[src/rtl/entity_sched_pkg.sv]
// Shared constants and types for the entity slot scheduler.
// Entity word layout: [13:10] ID, [9:8] orientation, [7:0] tile.
package entity_sched_pkg;

    localparam int ENTITY_W = 14;

    localparam logic [ENTITY_W-1:0] ENTITY_UNUSED = 14'h3C00;

    localparam int ID_LSB     = 10;
    localparam int ID_MSB     = 13;
    localparam int ORIENT_LSB = 8;
    localparam int ORIENT_MSB = 9;
    localparam int TILE_LSB   = 0;
    localparam int TILE_MSB   = 7;

    typedef enum logic {
        RUN    = 1'b0,
        COMMIT = 1'b1
    } sched_state_e;

endpackage

[src/rtl/rr_arbiter.sv]
// Combinational round-robin arbiter: one-hot grant among req & ~mask,
// searching from ptr; ptr_next points just past the winner.
module rr_arbiter #(
    parameter int N = 4
) (
    input  logic [N-1:0]         req,
    input  logic [N-1:0]         mask,
    input  logic                 advance,
    input  logic [$clog2(N)-1:0] ptr,
    output logic [N-1:0]         grant,
    output logic [$clog2(N)-1:0] ptr_next
);

    localparam int PW = $clog2(N);

    logic [N-1:0] eligible;
    logic [N-1:0] cand;

    assign eligible = req & ~mask;

    // Search downward so the lowest offset from ptr is the last one to win.
    always_comb begin
        // NOTE: every output gets a default first so no path leaves it unassigned (no latch).
        grant    = '0;
        ptr_next = ptr;
        cand     = '0;
        if (advance) begin
            for (int k = N - 1; k >= 0; k--) begin
                cand = {{(N-1){1'b0}}, 1'b1} << ((int'(ptr) + k) % N);
                if (|(eligible & cand)) begin
                    grant    = cand;
                    ptr_next = PW'((((int'(ptr) + k) % N) + 1) % N);
                end
            end
        end
    end

endmodule

[src/rtl/entity_slot_scheduler.sv]
// Round-robin entity writer for the frame-buffer controller with commit at vblank rise.
// Define ENTITY_SCHED_DBL_BUF_EN to stage writes in a shadow bank; otherwise writes go straight to live.
module entity_slot_scheduler #(
    parameter int NUM_REQ   = 4,
    parameter int NUM_SLOTS = 4,
    parameter int ENTITY_W  = entity_sched_pkg::ENTITY_W
) (
    input  logic                                    clk,
    input  logic                                    rst_n,
    input  logic [NUM_REQ-1:0]                      req,
    input  logic [NUM_REQ*$clog2(NUM_SLOTS)-1:0]    req_slot,
    input  logic [NUM_REQ*ENTITY_W-1:0]             req_data,
    input  logic                                    vblank,
    output logic [NUM_REQ-1:0]                      gnt,
    output logic [NUM_SLOTS*ENTITY_W-1:0]           entity_out,
    output logic                                    pending,
    output logic                                    commit,
    output logic [7:0]                              frame_cnt
);

    import entity_sched_pkg::*;

    localparam int SW = $clog2(NUM_SLOTS);
    localparam int PW = $clog2(NUM_REQ);
    localparam logic [ENTITY_W-1:0] RST_WORD = ENTITY_W'(ENTITY_UNUSED);

    sched_state_e state, state_next;

    logic               vblank_q;
    logic               vblank_rise;
    logic               arb_advance;
    logic [NUM_REQ-1:0] arb_grant;
    logic [PW-1:0]      rr_ptr, rr_ptr_next;

    logic                wr_en;
    logic [SW-1:0]       wr_slot;
    logic [ENTITY_W-1:0] wr_data;

    logic [ENTITY_W-1:0] live [NUM_SLOTS];

    assign vblank_rise = vblank & ~vblank_q;
    assign commit      = (state == COMMIT);

    // The current grantee is masked so a held req becomes a fresh request next cycle.
    rr_arbiter #(
        .N (NUM_REQ)
    ) u_arb (
        .req      (req),
        .mask     (gnt),
        .advance  (arb_advance),
        .ptr      (rr_ptr),
        .grant    (arb_grant),
        .ptr_next (rr_ptr_next)
    );

    always_comb begin
        state_next  = state;
        arb_advance = 1'b0;
        unique case (state)
            RUN: begin
                if (vblank_rise) state_next  = COMMIT;
                else             arb_advance = 1'b1;
            end
            COMMIT: state_next = RUN;
        endcase
    end

    // frame_cnt steps on entry to COMMIT so it changes together with the commit pulse.
    always_ff @(posedge clk) begin
        if (!rst_n) begin
            state     <= RUN;
            vblank_q  <= 1'b0;
            rr_ptr    <= '0;
            gnt       <= '0;
            frame_cnt <= '0;
        end else begin
            state    <= state_next;
            vblank_q <= vblank;
            rr_ptr   <= rr_ptr_next;
            gnt      <= arb_grant;
            if (state == RUN && vblank_rise) frame_cnt <= frame_cnt + 8'd1;
        end
    end

    always_comb begin
        wr_en   = |gnt;
        wr_slot = '0;
        wr_data = '0;
        for (int i = 0; i < NUM_REQ; i++) begin
            if (gnt[i]) begin
                wr_slot = req_slot[i*SW +: SW];
                wr_data = req_data[i*ENTITY_W +: ENTITY_W];
            end
        end
    end

`ifdef ENTITY_SCHED_DBL_BUF_EN
    logic [ENTITY_W-1:0]  shadow [NUM_SLOTS];
    logic [NUM_SLOTS-1:0] dirty;

    // No write can coincide with COMMIT: the grant that would feed it is suppressed.
    always_ff @(posedge clk) begin
        if (!rst_n) begin
            // NOTE: both banks are reset because an unused slot must read ID 4'hF from the first frame.
            for (int s = 0; s < NUM_SLOTS; s++) begin
                live[s]   <= RST_WORD;
                shadow[s] <= RST_WORD;
            end
            dirty <= '0;
        end else if (state == COMMIT) begin
            for (int s = 0; s < NUM_SLOTS; s++) begin
                if (dirty[s]) live[s] <= shadow[s];
            end
            dirty <= '0;
        end else if (wr_en) begin
            shadow[wr_slot] <= wr_data;
            dirty[wr_slot]  <= 1'b1;
        end
    end

    assign pending = |dirty;
`else
    always_ff @(posedge clk) begin
        if (!rst_n) begin
            for (int s = 0; s < NUM_SLOTS; s++) begin
                live[s] <= RST_WORD;
            end
        end else if (wr_en) begin
            live[wr_slot] <= wr_data;
        end
    end

    assign pending = 1'b0;
`endif

    for (genvar s = 0; s < NUM_SLOTS; s++) begin : g_out
        assign entity_out[s*ENTITY_W +: ENTITY_W] = live[s];
    end

endmodule

[config.mk]
export PLATFORM = sky130hd
export DESIGN_NAME = entity_slot_scheduler
export DESIGN_NICKNAME = d
export VERILOG_FILES = /design/src/rtl/entity_sched_pkg.sv /design/src/rtl/rr_arbiter.sv /design/src/rtl/entity_slot_scheduler.sv
export SDC_FILE = /design/constraint.sdc
export NUM_CORES = 1
export LEC_CHECK = 0
export BUFFER_PORTS_ARGS = -buffer_cell sky130_fd_sc_hd__buf_2
export CAP_MARGIN = 10
export CELL_PAD_IN_SITES_DETAIL_PLACEMENT = 1
export CELL_PAD_IN_SITES_GLOBAL_PLACEMENT = 2
export CORE_MARGIN = 3
export CORE_UTILIZATION = 30
export CTS_CLUSTER_DIAMETER = 50
export DETAILED_ROUTE_END_ITERATION = 8
export GPL_TIMING_DRIVEN = 0
export PLACE_DENSITY = 0.78
export SYNTH_ARGS = -nofsm -noshare
export SYNTH_HDL_FRONTEND = slang
export SYNTH_SLANG_ARGS = --single-unit
export TNS_END_PERCENT = 20
[constraint.sdc]
create_clock -name clk -period 3.7 [get_ports clk]
set_input_delay 0.37 -clock clk [delete_from_list [all_inputs] [get_ports clk]]
set_output_delay 0.37 -clock clk [all_outputs]
set_load 0.005 [all_outputs]
# Yosys cells after proc, flatten, opt, wreduce, memory -nomap -nowiden
# Memory sizes are Yosys's and may differ from the RTL's.
# Index checks and enable logic that the tools add are counted.
[classes] reduce_logical=13 n_mux=27 addsub=7 bitwise_logic=12 n_shift=4
[ops] op="$shl 1x32->4 const A" n=3
[ops] op="$mux 14" n=5
[ops] op="$and 4x4->4" n=5
[ops] op="$reduce_or 4->1" n=5
[ops] op="$mux 2" n=9
[ops] op="$mux 4" n=4
[ops] op="$reduce_or 14->1" n=1
[ops] op="$add 2x2->2 const B" n=5
[ops] op="$add 8x1->8 const B" n=1
[ops] op="$mux 1" n=8
[ops] op="$reduce_or 2->1" n=3
[ops] op="$not 4->4" n=1
[ops] op="$reduce_and 2->1" n=2
[ops] op="$reduce_bool 4->1" n=1
[ops] op="$shl 1x2->4 const A" n=1
[ops] op="$and 1x1->1 const A" n=3
[ops] op="$add 2x1->2 const B" n=1
[ops] op="$not 1->1" n=2
[ops] op="$pmux 1 s2" n=1
[ops] op="$and 1x1->1" n=1
[ops] op="$logic_and 1x1->1" n=1
[totals] elab_cells=69 mem_bits_rw=56 output_inout_bits=70 n_memories=1 inputBits=71 ff_bits=16
[memory_table] name="live" words=4 word_bits=14 rd=4 rd_ports_with_merged_regs=0 write_ports=4 line="entity_slot_scheduler.sv:39" source="logic [ENTITY_W-1:0] live [NUM_SLOTS];"

# Logic depth before layout (Yosys ltp)
# Gate-level depths: netlist (run 1).
[depth] word_depth=10 depth_mapped=8 mapped_depth_nobuf=7

# Modules after synthesis
# From an unflattened synthesis (run 1), not the netlist that was laid out.
[hier_totals] hier_cells=320 hier_area_um2=3692.3
[by_module_without_submodules] module="entity_slot_scheduler" seq_area_each_um2=2001.9 instances=1 area_each_um2=3166.8 cells_per_inst=253
[by_module_without_submodules] module="rr_arbiter" seq_area_each_um2=0.0 instances=1 area_each_um2=525.5 cells_per_inst=67

# Worst setup path after synthesis (run 1)
# Ideal clock, no wire load.
[synth_timing] path_type="reg2reg" startpoint="reg gnt[2]" endpoint="mem live[3][0] (enable)" path_stages_with_launch=5 period_less_slack_ns=3.029 required_time_ns=3.264 t_arrival_ns=2.593 n_path_buf=2 setup_ns=0.436 setup_slack_ns=0.671 path_cell_list="dfxtp_1 > buf_6 > clkbuf_1 > o31ai_2 > o311ai_0"
[synth_lines] element="from (decl)" line="entity_slot_scheduler.sv:14" source="output logic [NUM_REQ-1:0] gnt,"
[synth_lines] element="from (signal assigned)" line="entity_slot_scheduler.sv:80" source="gnt <= arb_grant;"
[synth_lines] element="to (decl)" line="entity_slot_scheduler.sv:39"

==> results of run 1 <==
## cell usage after synthesis, drive strengths merged, types with 4 or more instances
cell	count	area share
a21oi	8	0.011
a221oi	14	0.034
a222oi	4	0.011
and2	5	0.0089
and3b	5	0.012
buf	13	0.020
clkbuf	6	0.0062
dfxtp	16	0.088
edfxtp	56	0.46
ha	8	0.027
inv	16	0.016
nand2	43	0.044
nand3	7	0.0096
nand3b	12	0.029
nand4	6	0.019
nor2	43	0.044
nor2b	16	0.028
o211ai	4	0.0082
o21ai	4	0.0055
o31ai	13	0.030
xor2	5	0.012
## metal layers
metal | track usage | part of all wire | wire length [µm]
met5 | 0 | 0 | 0
met4 | 0.04486 | 0.0088 | 103
met3 | 0.05855 | 0.066 | 769
met2 | 0.3036 | 0.50 | 5832
met1 | 0.2175 | 0.43 | 5002
## where the power goes
group / internal, mW / switching, mW / total [mW]
logic: 0.506 / 0.783 / 1.29
clock network: 0.662 / 0.339 / 1.00
registers: 1.05 / 0.0764 / 1.13
## kinds of logic after synthesis
kind of cell,synth area share
AOI/OAI and AO/OA,0.1277
xor gates and xnor gates,0.01682
adders and majority gates,0.02746
buffers and inverters,0.04257
DFF,0.5493
muxes,0.008239
other,0.001029
and+or+nand+nor,0.2269
## worst paths after layout
check                                     to  slack (ns)  cells after the start
worst max-delay path             live[1][11]        1.08                      7
worst min-delay path                vblank_q        0.28                      2
worst max register to register   live[1][11]        1.08                      7
worst min register to register  frame_cnt[7]        0.51                      2
## area by class of cell
cell class / count / area, µm² / share of cell area
tap: 143 / 178.9 / 0.03665
multi-input combinational: 225 / 1495 / 0.3063
clock buffer: 10 / 229.0 / 0.04690
clock inverter: 6 / 115.1 / 0.02358
buffer: 19 / 95.09 / 0.01948
timing repair buffer: 140 / 706.9 / 0.1448
sequential: 72 / 2002 / 0.4100
inverter: 16 / 60.06 / 0.01230
## flip-flops by register name, indices dropped and copies added, names as in the netlist
name,count
live,56
frame_cnt,8
gnt,4
rr_ptr,2
commit,1
vblank_q,1
## worst max-delay path: stages (launching register included)
cell      delay [ns]
dfxtp_1         0.35
buf_6           0.15
clkbuf_1        0.36
o31ai_2         0.18
o211ai_1        0.28
nand2_1         0.13
buf_2           0.22
nand2_1         0.57
## through the flow
| stage | instances | hold WS [ns] | power (mW) | instance area [µm²] |
|---|---|---|---|---|
| floorplan | 332 | 0.4917 | 1.974 | 3645 |
| global placement | 614 | 0.4930 | 2.402 | 4519 |
| detailed placement | 615 | 0.5037 | 2.445 | 4538 |
| CTS | 631 | 0.2667 | 3.452 | 4882 |
| global route | 631 | 0.2861 | 3.650 | 4882 |
| finish | 631 | 0.2771 | 3.419 | 4882 |
==> results.md, run 1 <==
- Hold Startpoint: vblank
- Die width: 116.2 µm
- Most frequent cells in the layout: buf_2 (149), edfxtp_1 (56), nand2_1 (43), nor2_1 (43)
- Vias in the first global route: 3,296
- Port bufs: 139
- Slew Viols, Final: 0
- Worst VDD drop: between 300 and 400 µV
- Post-DP HPWL: between 9000 and 10,000 µm
- Max cap viols: 0
- Kind of critical path: flop to flop
- Fin crit period: between 2 and 3 ns
- Number of diodes: 0
- Fin Setup TNS: 0 ns
- Crit path required time: around 3.7 ns
- Sink Count: 72
- RSZ-0062 raised after global routing: false
- YS warnings: 0
- Post-synth ARST share: 0
- Clock slew at reported path FFs: about 0.060 ns
- Avg Vias per Cell: ~5
- Hold Fails Final Rpt: 0
- Worst-margin pin slew: 0.7207 ns
- Rows: 39
- I/O pins: about 140
- First-pass GRT wire length: 18,160 µm
- Mapped Area: ~3600 µm²
- Die Area: 13,510 µm²
- Worst hold-check path type: input pin to flop
- Nets: 562
- Synth unique cells: 50
- Global placement routability congestion: 0.8030
- Hold_buf cts: 0
- F_max: between 300 and 400 MHz
- Crit. End Element: flop
- Remaining Overflow, GRT: 0
- Syn_nets: just over 400
- Initial Utilization: 0.3125
- R2r startpoint: gnt[2]
- Worst skew pair latency: 0.33 ns
- WL final: 11,710 µm
- Yosys reg bits: roughly 70
- Dominant synthesized flop cell: edfxtp_1
- CTS H-tree lvls: 3
- Fill cells: between 1,000 and 1,500
- Iteration-0 DRC Markers: around 180
- Final period utilization: 0.7077
- Setup ws final: 1.082 ns
- Initial antenna violation count: 0
- Pleak: between 2 and 2.5 nW
- Worst slew margin: 0.5183
- Clock Path Buffers: 2
- CP startpoint: gnt[2]
- Syn Area/Cell: 10.98 µm²
- Largest net degree at the start of global routing: 15
- Most common cell after layout, fill and taps aside: buf_2
- Core box area: around 12,000 µm²
- Total GRT Usage: 0.1779
- Status: completed
- CP startpoint kind: flop
- Post-synth EDFFs: between 50 and 60
- DRT Pass-1 Iters: 4
- Worst Skew: 0.004804 ns
- Maximum fanout along the worst path: 14
- Final Util: 0.4186
- CP Data Arrival Time: 2.58 ns
- Postcts setup bufs: 0
- Worst slack, placed: approximately 1.0 ns
- Sequential area share after synthesis: 0.5493
- # setup viols final: 0
- Root Driver: clkbuf_16
- DRC Markers: 0
- Share of layout cells above drive strength 1: 0.3730
- CTS tree: yes
- Die height: roughly 120 µm
- Resized Gates After CTS: 0
- Routed Antenna Nets: 0
- Wire length per cell: 18.55 µm
- CTS buffer count: 9
- Post-Synthesis Cells: about 330
- PwrDens: approximately 700 nW/µm²
- Vias after detailed routing: 3,187
- Area Growth Syn to Fin: 33.95%
(Power assumes the default switching activity.)
==> run 2: changes to the inputs <==
Clock period 3.7 ns to 2.6 ns, I/O delays scaled along.
==> results.md, run 2 (synthesis results as in run 1) <==
- CTS H-tree lvls: 3
- Postcts setup bufs: 0
- Wire length per cell: 18.00 µm
- Global placement routability congestion: 0.8119
- Clock Path Buffers: 2
- Capture point of the worst reg-to-reg path: live[0][5]
- Die height: ~120 µm
- WL final: around 11,000 µm
- R2r startpoint: gnt[2]
- Worst hold-check path type: input pin to flop
- Root Driver: clkbuf_16
- Top flop regs: live (56), frame_cnt (8), gnt (4)
- Most common cell after layout, fill and taps aside: buf_2
- Initial antenna violation count: 1
- Initial Utilization: 0.3125
- Die width: 116.2 µm
- Die Area: between 10,000 and 15,000 µm²
- Post-DP HPWL: 9061 µm
- Inst Count DP: 615
- F_max: between 400 and 500 MHz
- Hold Fails Final Rpt: 0
- Clock power frac: 0.247
- Iteration-0 DRC Markers: 124
- Max cap viols: 0
- Hold EP: vblank_q
- DRC Markers: 0
- First-pass GRT wire length: ~17,000 µm
- Nets: about 560
- Status: completed
- Hold Startpoint: vblank
- Clock slew at reported path FFs: 0.06 ns
- CP Data Arrival Time: between 2 and 2.5 ns
- Rows: 39
- # setup viols final: 0
- Most flops, register: live
- CTS tree: yes
- Overall Power: between 4 and 5 mW
- Fin crit period: approximately 2.4 ns
- Slew Viols, Final: 0
- PwrDens: ~940 nW/µm²
- Sink Count: 72
- Fin cells: approximately 630
- Worst Skew: around 0.0042 ns
- Remaining Overflow, GRT: 0
- Routed Antenna Nets: 0
- Most frequent cells in the layout: buf_2 (149), edfxtp_1 (56), nor2_1 (43)
- Worst r2r path cells: 7
- Worst hold path depth: 2
- Switch share: 0.3698
- Sequential share of power: 0.353
- Worst skew pair latency: ~0.33 ns
- Net Switching: about 1.7 mW
- Cell Int Power: roughly 2.9 mW
- Comb power frac: 0.401
- Maximum fanout along the worst path: 14
- CTS buffer count: 9
- RSZ-0062 raised after global routing: false
- Worst VDD drop: between 400 and 500 µV
- Core box area: about 12,000 µm²
- Largest net degree at the start of global routing: 15
- Area Growth Syn to Fin: 32.48%
- Worst-margin pin slew: 0.5684 ns
- Avg Vias per Cell: roughly 5.0
- Kind of critical path: flop to flop
- Total GRT Usage: 0.1683
- Final period utilization: 0.9072
- Vias after detailed routing: 3,170
- CP startpoint kind: flop
- DRT Pass-1 Iters: 5
- Pleak: 2.025 nW
- Worst R2R Setup Slack: ~0.24 ns
- Worst slew margin: 0.6202
- Vias in the first global route: 3,217
- I/O pins: between 100 and 150
- Crit path required time: between 2 and 3 ns
- Max reg flops: 56
- Share of layout cells above drive strength 1: 0.3791
- Crit. End Element: flop
- Port bufs: approximately 140
- Fill cells: around 1,300
[run 2: cell types whose count changed in the layout (fill, tap and decap cells not counted)]
cell	before	now
buf_6	2	1
nand2_2	0	3
clkinvlp_4	1	3
clkinv_2	0	1
o311ai_4	0	1
diode_2	0	1
o311ai_2	1	0
buf_4	1	2
bufinv_16	3	0
nand2_1	43	40
[run 2: power by group through the flow]
stage	Combinational, mW	Sequential [mW]	Clock [mW]
floorplan	1.18	1.63	0
global placement	1.80	1.63	0
detailed placement	1.84	1.63	0
CTS	1.85	1.61	1.15
global route	2.05	1.63	1.20
finish	1.82	1.61	1.12
[run 2: repair_timing]
| item | in CTS | in global routing |
|---|---|---|
| gates resized for setup | 0 | 4 |
| hold buffers | 0 | 0 |
| endpoints found under the setup margin | 0 | 49 |
[run 2: stage by stage]
step	TNS, ns	util	instance area (µm²)	hold slack, ns	setup slack (ns)
2_1_floorplan	0	-	3645	0.3817	0.1696
3_3_place_gp	-11.88	0.3875	4519	0.4968	-0.8493
3_5_place_dp	0	0.3888	4534	0.5126	0.05024
4_1_cts	0	0.4123	4808	0.1677	0.005214
5_1_grt	0	0.4138	4826	0.2131	0.03434
6_report	0	0.4140	4828	0.1881	0.2412
[run 2: how the worst max path moves through the flow]
stage	to	start	cells after the start
after global routing	live[2][7]	gnt[1]	8
final	live[0][5]	gnt[2]	7
after CTS	live[1][9]	gnt[2]	7
after detailed placement	live[1][5]	gnt[2]	7
after floorplan	live[3][0]	gnt[2]	4
after global placement	live[3][7]	gnt[2]	4
[run 2: metal layers]
metal	up-vias	share of wire	track usage
met4	2	0.011	0.04563
met1	1525	0.42	0.2089
met3	12	0.075	0.05078
li1	1519	-	-
met2	112	0.50	0.2853
met5	-	0.0011	0
[run 2: cell type report]
cell class / count / area [µm²] / area share
diodes: 1 / 2.502 / 0.0005183
plain buffers: 19 / 95.09 / 0.01969
clock buffers: 10 / 229.0 / 0.04742
clock inverters: 6 / 45.04 / 0.009329
inverters: 16 / 60.06 / 0.01244
multi-input cells: 225 / 1513 / 0.3133
flip-flops and latches: 72 / 2002 / 0.4146
well taps: 143 / 178.9 / 0.03706
repair buffers: 140 / 703.2 / 0.1456
[run 2: worst max-delay path, stage by stage, from the launching register on]
cell,delay [ns]
dfxtp_1,0.32
buf_6,0.14
clkbuf_1,0.22
o31ai_2,0.48
o211a_1,0.23
nand2_1,0.07
buf_2,0.20
nand2_2,0.34
